## src/rtl/mc_main_ctrl.sv

```systemverilog
// Multi-cycle MIPS main control FSM: sequences fetch/decode/execute/memory/writeback.
// Optional MEM_READY_EN adds a MemReady handshake that stretches FETCH, MEMRD and MEMWR.
module mc_main_ctrl #(
  parameter int OP_W    = 6,
  parameter int STATE_W = 4
) (
  input  logic               CLK,
  input  logic               RST,
  input  logic [OP_W-1:0]    Op,
  input  logic               Zero,
`ifdef MEM_READY_EN
  input  logic               MemReady,
`endif
  output logic               PCWrite,
  output logic               Branch,
  output logic               IorD,
  output logic               MemWrite,
  output logic               IRWrite,
  output logic               RegDst,
  output logic               MemtoReg,
  output logic               RegWrite,
  output logic               ALUSrcA,
  output logic [1:0]         ALUSrcB,
  output logic [1:0]         ALUOp,
  output logic [1:0]         PCSrc,
  output logic               ExtOp,
  output logic               InstrDone,
  output logic               Illegal,
  output logic [STATE_W-1:0] State
);

  typedef enum logic [STATE_W-1:0] {
    IDLE    = STATE_W'(0),
    FETCH   = STATE_W'(1),
    DECODE  = STATE_W'(2),
    MEMADR  = STATE_W'(3),
    MEMRD   = STATE_W'(4),
    MEMWB   = STATE_W'(5),
    MEMWR   = STATE_W'(6),
    RTYPEEX = STATE_W'(7),
    RTYPEWB = STATE_W'(8),
    BEQEX   = STATE_W'(9),
    IMMEX   = STATE_W'(10),
    IMMWB   = STATE_W'(11),
    JEX     = STATE_W'(12)
  } state_t;

  localparam logic [OP_W-1:0] OP_LW   = OP_W'(6'b100011);
  localparam logic [OP_W-1:0] OP_SW   = OP_W'(6'b101011);
  localparam logic [OP_W-1:0] OP_R    = OP_W'(6'b000000);
  localparam logic [OP_W-1:0] OP_BEQ  = OP_W'(6'b000100);
  localparam logic [OP_W-1:0] OP_ADDI = OP_W'(6'b001000);
  localparam logic [OP_W-1:0] OP_ORI  = OP_W'(6'b001101);
  localparam logic [OP_W-1:0] OP_J    = OP_W'(6'b000010);

  state_t          state_q, state_d;
  logic [OP_W-1:0] op_q, op_d;
  logic            mem_rdy;
  logic            is_ori;
  logic            unused_zero;

  // Zero is consumed by the datapath's branch gating, not by the sequencer.
  assign unused_zero = Zero;

`ifdef MEM_READY_EN
  assign mem_rdy = MemReady;
`else
  assign mem_rdy = 1'b1;
`endif

  assign is_ori = (op_q == OP_ORI);
  assign State  = state_q;
  assign op_d   = (state_q == DECODE) ? Op : op_q;

  always_ff @(posedge CLK or posedge RST) begin
    if (RST) begin
      state_q <= IDLE;
      op_q    <= '0;
    end else begin
      state_q <= state_d;
      op_q    <= op_d;
    end
  end

  always_comb begin
    state_d   = state_q;
    PCWrite   = 1'b0;
    Branch    = 1'b0;
    IorD      = 1'b0;
    MemWrite  = 1'b0;
    IRWrite   = 1'b0;
    RegDst    = 1'b0;
    MemtoReg  = 1'b0;
    RegWrite  = 1'b0;
    ALUSrcA   = 1'b0;
    ALUSrcB   = 2'b00;
    ALUOp     = 2'b00;
    PCSrc     = 2'b00;
    ExtOp     = (state_q != IDLE);
    InstrDone = 1'b0;
    Illegal   = 1'b0;
    case (state_q)
      IDLE: state_d = FETCH;
      FETCH: begin
        // IR/PC loads only fire on the cycle the memory actually returns data.
        ALUSrcB = 2'b01;
        IRWrite = mem_rdy;
        PCWrite = mem_rdy;
        if (mem_rdy) state_d = DECODE;
      end
      DECODE: begin
        ALUSrcB = 2'b11;
        case (Op)
          OP_LW, OP_SW:    state_d = MEMADR;
          OP_R:            state_d = RTYPEEX;
          OP_BEQ:          state_d = BEQEX;
          OP_ADDI, OP_ORI: state_d = IMMEX;
          OP_J:            state_d = JEX;
          default: begin
            state_d = FETCH;
            Illegal = 1'b1;
          end
        endcase
      end
      MEMADR: begin
        ALUSrcA = 1'b1;
        ALUSrcB = 2'b10;
        state_d = (op_q == OP_SW) ? MEMWR : MEMRD;
      end
      MEMRD: begin
        IorD = 1'b1;
        if (mem_rdy) state_d = MEMWB;
      end
      MEMWB: begin
        RegWrite  = 1'b1;
        MemtoReg  = 1'b1;
        InstrDone = 1'b1;
        state_d   = FETCH;
      end
      MEMWR: begin
        // Strobe stays up for the whole wait; completion marks the accepting cycle.
        IorD      = 1'b1;
        MemWrite  = 1'b1;
        InstrDone = mem_rdy;
        if (mem_rdy) state_d = FETCH;
      end
      RTYPEEX: begin
        ALUSrcA = 1'b1;
        ALUOp   = 2'b10;
        state_d = RTYPEWB;
      end
      RTYPEWB: begin
        RegDst    = 1'b1;
        RegWrite  = 1'b1;
        InstrDone = 1'b1;
        state_d   = FETCH;
      end
      BEQEX: begin
        ALUSrcA   = 1'b1;
        ALUOp     = 2'b01;
        PCSrc     = 2'b01;
        Branch    = 1'b1;
        InstrDone = 1'b1;
        state_d   = FETCH;
      end
      IMMEX: begin
        ALUSrcA = 1'b1;
        ALUSrcB = 2'b10;
        ALUOp   = is_ori ? 2'b11 : 2'b00;
        ExtOp   = ~is_ori;
        state_d = IMMWB;
      end
      IMMWB: begin
        // Extender mode held so the writeback sees the same immediate.
        RegWrite  = 1'b1;
        InstrDone = 1'b1;
        ExtOp     = ~is_ori;
        state_d   = FETCH;
      end
      JEX: begin
        PCWrite   = 1'b1;
        PCSrc     = 2'b10;
        InstrDone = 1'b1;
        state_d   = FETCH;
      end
      default: state_d = FETCH;
    endcase
  end

endmodule

```

## config.mk

```make
export PLATFORM = sky130hd
export DESIGN_NAME = mc_main_ctrl
export DESIGN_NICKNAME = d
export VERILOG_FILES = /design/src/rtl/mc_main_ctrl.sv
export SDC_FILE = /design/constraint.sdc
export NUM_CORES = 1
export LEC_CHECK = 0
export CAP_MARGIN = 40
export CORE_UTILIZATION = 43
export CTS_CLUSTER_DIAMETER = 60
export DETAILED_ROUTE_END_ITERATION = 10
export GPL_TIMING_DRIVEN = 0
export HOLD_SLACK_MARGIN = 0.15
export PLACE_DENSITY = 0.81
export SLEW_MARGIN = 20
export SYNTH_ARGS = -nofsm -noshare
export SYNTH_HDL_FRONTEND = slang
export SYNTH_SLANG_ARGS = --single-unit
```

## constraint.sdc

```tcl
create_clock -name CLK -period 1.6 [get_ports CLK]
set_clock_uncertainty 0.2 [all_clocks]
set_input_delay 0.16 -clock CLK [delete_from_list [all_inputs] [get_ports CLK]]
set_output_delay 0.16 -clock CLK [all_outputs]
set_load 0.05 [all_outputs]
```

==> run metrics, run 1 <==
worst slack, placed -843 ps; mux contribution to synthesized area 0; Placed Cells incl. Taps 158; synth top area cells dfrtp_1 30%, nand2_1 12%, buf_6 4.1%; Synth Instances around 110; Mean Syn Cell Area 7.66 sq um; routability cong. 0.782; status did not finish; most frequent cell after synthesis nand2_1; TritonCTS Buffers 3; CTS Hold Bufs 6; root buffer cell clkbuf_4; I/O pins 31; synthesized cell area about 830 sq um; Syn Nets about 120; # resized after CTS roughly 180; Core Rows 15; share of the synthesized area in the top cell type 0.303; First Err [ERROR DPL-0038] Utilization greater than 100%, impossible to legalize; ys flop type dfrtp_1; count of state elements after synthesis 10; Post-DP HPWL 1790 microns; Clock Sinks 10; post-synthesis compound-gate area fraction 0.185; count of cell types in the netlist 43; Commonest cells post-synth 26 x nand2_1, 10 x dfrtp_1, 7 x nor2_1, 6 x a21oi_1, 5 x nor3_1; post-CTS setup buffer count 20; post-synthesis adder-cell area fraction 0; simple-gate share of the synthesized area 0.401; post-synthesis xor/xnor area fraction 0.0212; die height 45.9 microns; Post-synth EDFFs 0; Failed at clock tree synthesis (4_1_cts); largest family of logic cells by synthesized area simple AND/OR/NAND/NOR gates; CTS HTree Levels 1; PortBufs 25; Die Width around 46 microns; ys async rst share 1.00; initial core utilization 0.469; Seq/Total Area, Yosys 0.303; leading area contributor after synthesis dfrtp_1; YS warnings 0; CTS max path bufs 2
kinds of logic after synthesis:
family	Yosys count
AND/OR/NAND/NOR	63
AO/OA/AOI/OAI	22
buffers and inverters	11
flip-flops	10
XOR/XNOR	2
through the flow:
| step | area (sq um) | setup TNS (ps) |
|---|---|---|
| floorplan | 1040 | -2240 |
| detailed placement | 1330 | -11330 |
| global placement | 1330 | -10980 |
==> run 2: changes to the inputs <==
--- a/config.mk
+++ b/config.mk
@@ -6,12 +6,11 @@
 export NUM_CORES = 1
 export LEC_CHECK = 0
 export CAP_MARGIN = 40
-export CORE_UTILIZATION = 43
-export CTS_CLUSTER_DIAMETER = 60
+export CORE_AREA = 2 2 63 65
 export DETAILED_ROUTE_END_ITERATION = 10
+export DIE_AREA = 0 0 65 67
 export GPL_TIMING_DRIVEN = 0
-export HOLD_SLACK_MARGIN = 0.15
-export PLACE_DENSITY = 0.81
+export PLACE_DENSITY_LB_ADDON = 0.15
 export SLEW_MARGIN = 20
 export SYNTH_ARGS = -nofsm -noshare
 export SYNTH_HDL_FRONTEND = slang
==> run 2 against run 1 <==
  * The flow now finishes, with violations (negative setup slack)
  * Synthesized cell count unchanged
  * Synthesized area is the same
==> run metrics, run 2 <==
status finished with violations; failing checks negative setup slack; TritonCTS Buffers 3 (unchanged); clock-pin slew on the worst setup and hold paths 50 ps; count of cell types in the netlist 43 (unchanged); Leakage Power around 0.00077 uW; Mean Syn Cell Area 7.66 sq um (unchanged); # Max-Cap Violations 0; Post-DRT Antenna Nets 0; ys flop type dfrtp_1; count of state elements after synthesis 10 (unchanged); synthesized cell area 827 sq um (unchanged); WL/cell 13.0 microns; Slew headroom 0.673; worst vdd ir 0.572 mV; startpoint types flop; worst-path fanout max 8; CTS max path bufs 2 (unchanged); die area 0.00436 sq mm; final non-filler cell total between 200 and 250; Die Width 65 microns (+42%); Final nets 175; Commonest cells post-synth 26 x nand2_1, 10 x dfrtp_1, 7 x nor2_1, 6 x a21oi_1, 5 x nor3_1; area delta synth->final 123%; critical-path cell list nand2b_4 > nor2_1 > o21bai_4 > buf_8; first-pass GRT wire length 4520 microns; CTS HTree Levels 1 (unchanged); root buffer cell clkbuf_8; initial core utilization 0.229 (-0.239); largest net degree at the start of global routing 11; Post-DP HPWL 1880 microns (+4.7%); unrepaired setup endpoints after global routing true; die height 67 microns (+46%); element type at the critical path end output port; Post-synth EDFFs 0 (unchanged); final worst setup slack -264 ps; Slew @ Worst Pin 493 ps; initial antenna violation count 0; Total GRT Usage 0.134; Initial DRC Count 14; Layout Utilization 0.511; via count approximately 1000; core footprint 0.00361 sq mm; DP Area 0.00135 sq mm (+2.2%); Post-Route WL 2780 microns; R2R Setup Slk 20 ps; share of the synthesized area in the top cell type 0.303 (unchanged); Detailed Routing Iterations Pass 1 3; Tmin final 1860 ps; final global-route overflow total 0; YS warnings 0 (unchanged); Worst Path Buf+Inv 1; ys async rst share 1.00 (unchanged); leading area contributor after synthesis dfrtp_1; most frequent cells in the layout 23 x buf_6, 23 x nand2_1, 19 x buf_4; Slowest cell on crit path dfrtp_4; CP top delay family flip-flops; Biggest register op_q; fill count 341; Synth Instances 108 (unchanged); CP required 1240 ps; fmax ~540 MHz; Max Transition Viols Final 0; power density over cell area about 1900 mW/mm^2; I/O pins 31 (unchanged); post-route design area about 0.0018 sq mm; Final Hold Viols 0; clk_lat worst skew 240 ps; final period utilization 1.16; final setup TNS -2610 ps; count of final setup violators 18; Vias/cell about 4.7; max reg flops 6; Clock Sinks 10 (unchanged); most frequent cell after synthesis nand2_1; DRC viols 0; routability cong. 0.731 (-6.5%); Core Rows 22 (+7); Placed Cells incl. Taps 181 (+15%); Syn Nets 117 (unchanged); Worst Setup Path Type reg -> out; synth top area cells dfrtp_1 30%, nand2_1 12%, buf_6 4.1%; diode count 0; worst slack, placed -903 ps (-60.0 ps); PortBufs 25 (unchanged); min-delay worst type in -> async; vias in the first global route between 900 and 1k; CP max stage delay 550 ps; CP arrival 1500 ps; layout cells sized above 1 0.612; CTS tree built; Seq/Total Area, Yosys 0.303 (unchanged)
-- run 2: path summary, 6_finish.rpt --
| kind | from | end | cells after the start |
|---|---|---|---|
| setup / recovery | State[3]$_DFF_PP0_ | ALUOp[1] | 4 |
| hold / removal | RST | State[3]$_DFF_PP0_ | 2 |
| setup reg to reg | State[2]$_DFF_PP0_ | op_q[1]$_DFFE_PP0P_ | 6 |
| hold reg to reg | op_q[0]$_DFFE_PP0P_ | op_q[0]$_DFFE_PP0P_ | 2 |
| max in group asynchronous | RST | State[3]$_DFF_PP0_ | 2 |
| min in group CLK | Op[2] | op_q[2]$_DFFE_PP0P_ | 3 |
-- run 2: what timing repair did --
action / 4_1_cts / 5_1_grt
hold endpoints to repair: 3 / 0
hold buffers: 3 / 0
buffers inserted: 10 / 14
setup endpoints to repair: 22 / 21
gates cloned: 1 / 0
gates resized for setup: 149 / 32
pin swaps: 4 / 13
-- run 2: cell type report --
class | count | area, sq um | share of cell area
buffer | 9 | 133 | 0.0719
clock buffer | 4 | 45.0 | 0.0244
sequential | 10 | 258 | 0.140
inverter | 2 | 20.0 | 0.0109
tap | 48 | 60.1 | 0.0326
multi-input combinational | 87 | 792 | 0.429
timing repair buffer | 53 | 537 | 0.291
-- run 2: routing by layer --
metal / GRT usage / vias to the layer above / routed length (microns)
met1: 0.165 / 474 / 1280
met4: 0.0479 / 0 / 28
met5: 0 / - / 0
met3: 0.0152 / 3 / 93
met2: 0.240 / 25 / 1380
li1: - / 495 / -
-- run 2: cells by family after synthesis --
kind of cell | share of synthesized area
and+or+nand+nor | 0.401
buffers and inverters | 0.0908
xor gates and xnor gates | 0.0212
AOI/OAI and AO/OA | 0.185
DFF | 0.303
-- run 2: report_power, final --
part | internal (uW) | switching, uW | leakage [uW]
logic | 1190 | 1530 | 0.000628
clock network | 174 | 92.3 | 0.0000228
registers | 376 | 149 | 0.000120
total | 1740 | 1770 | 0.000770
-- run 2: metrics by stage --
step	hold WS, ps	power, uW
finish	4.98	3510
global route	26.0	3710
CTS	18.3	3150
detailed placement	221	2550
global placement	217	2540
floorplan	-200	2030
(Power assumes the default switching activity.)
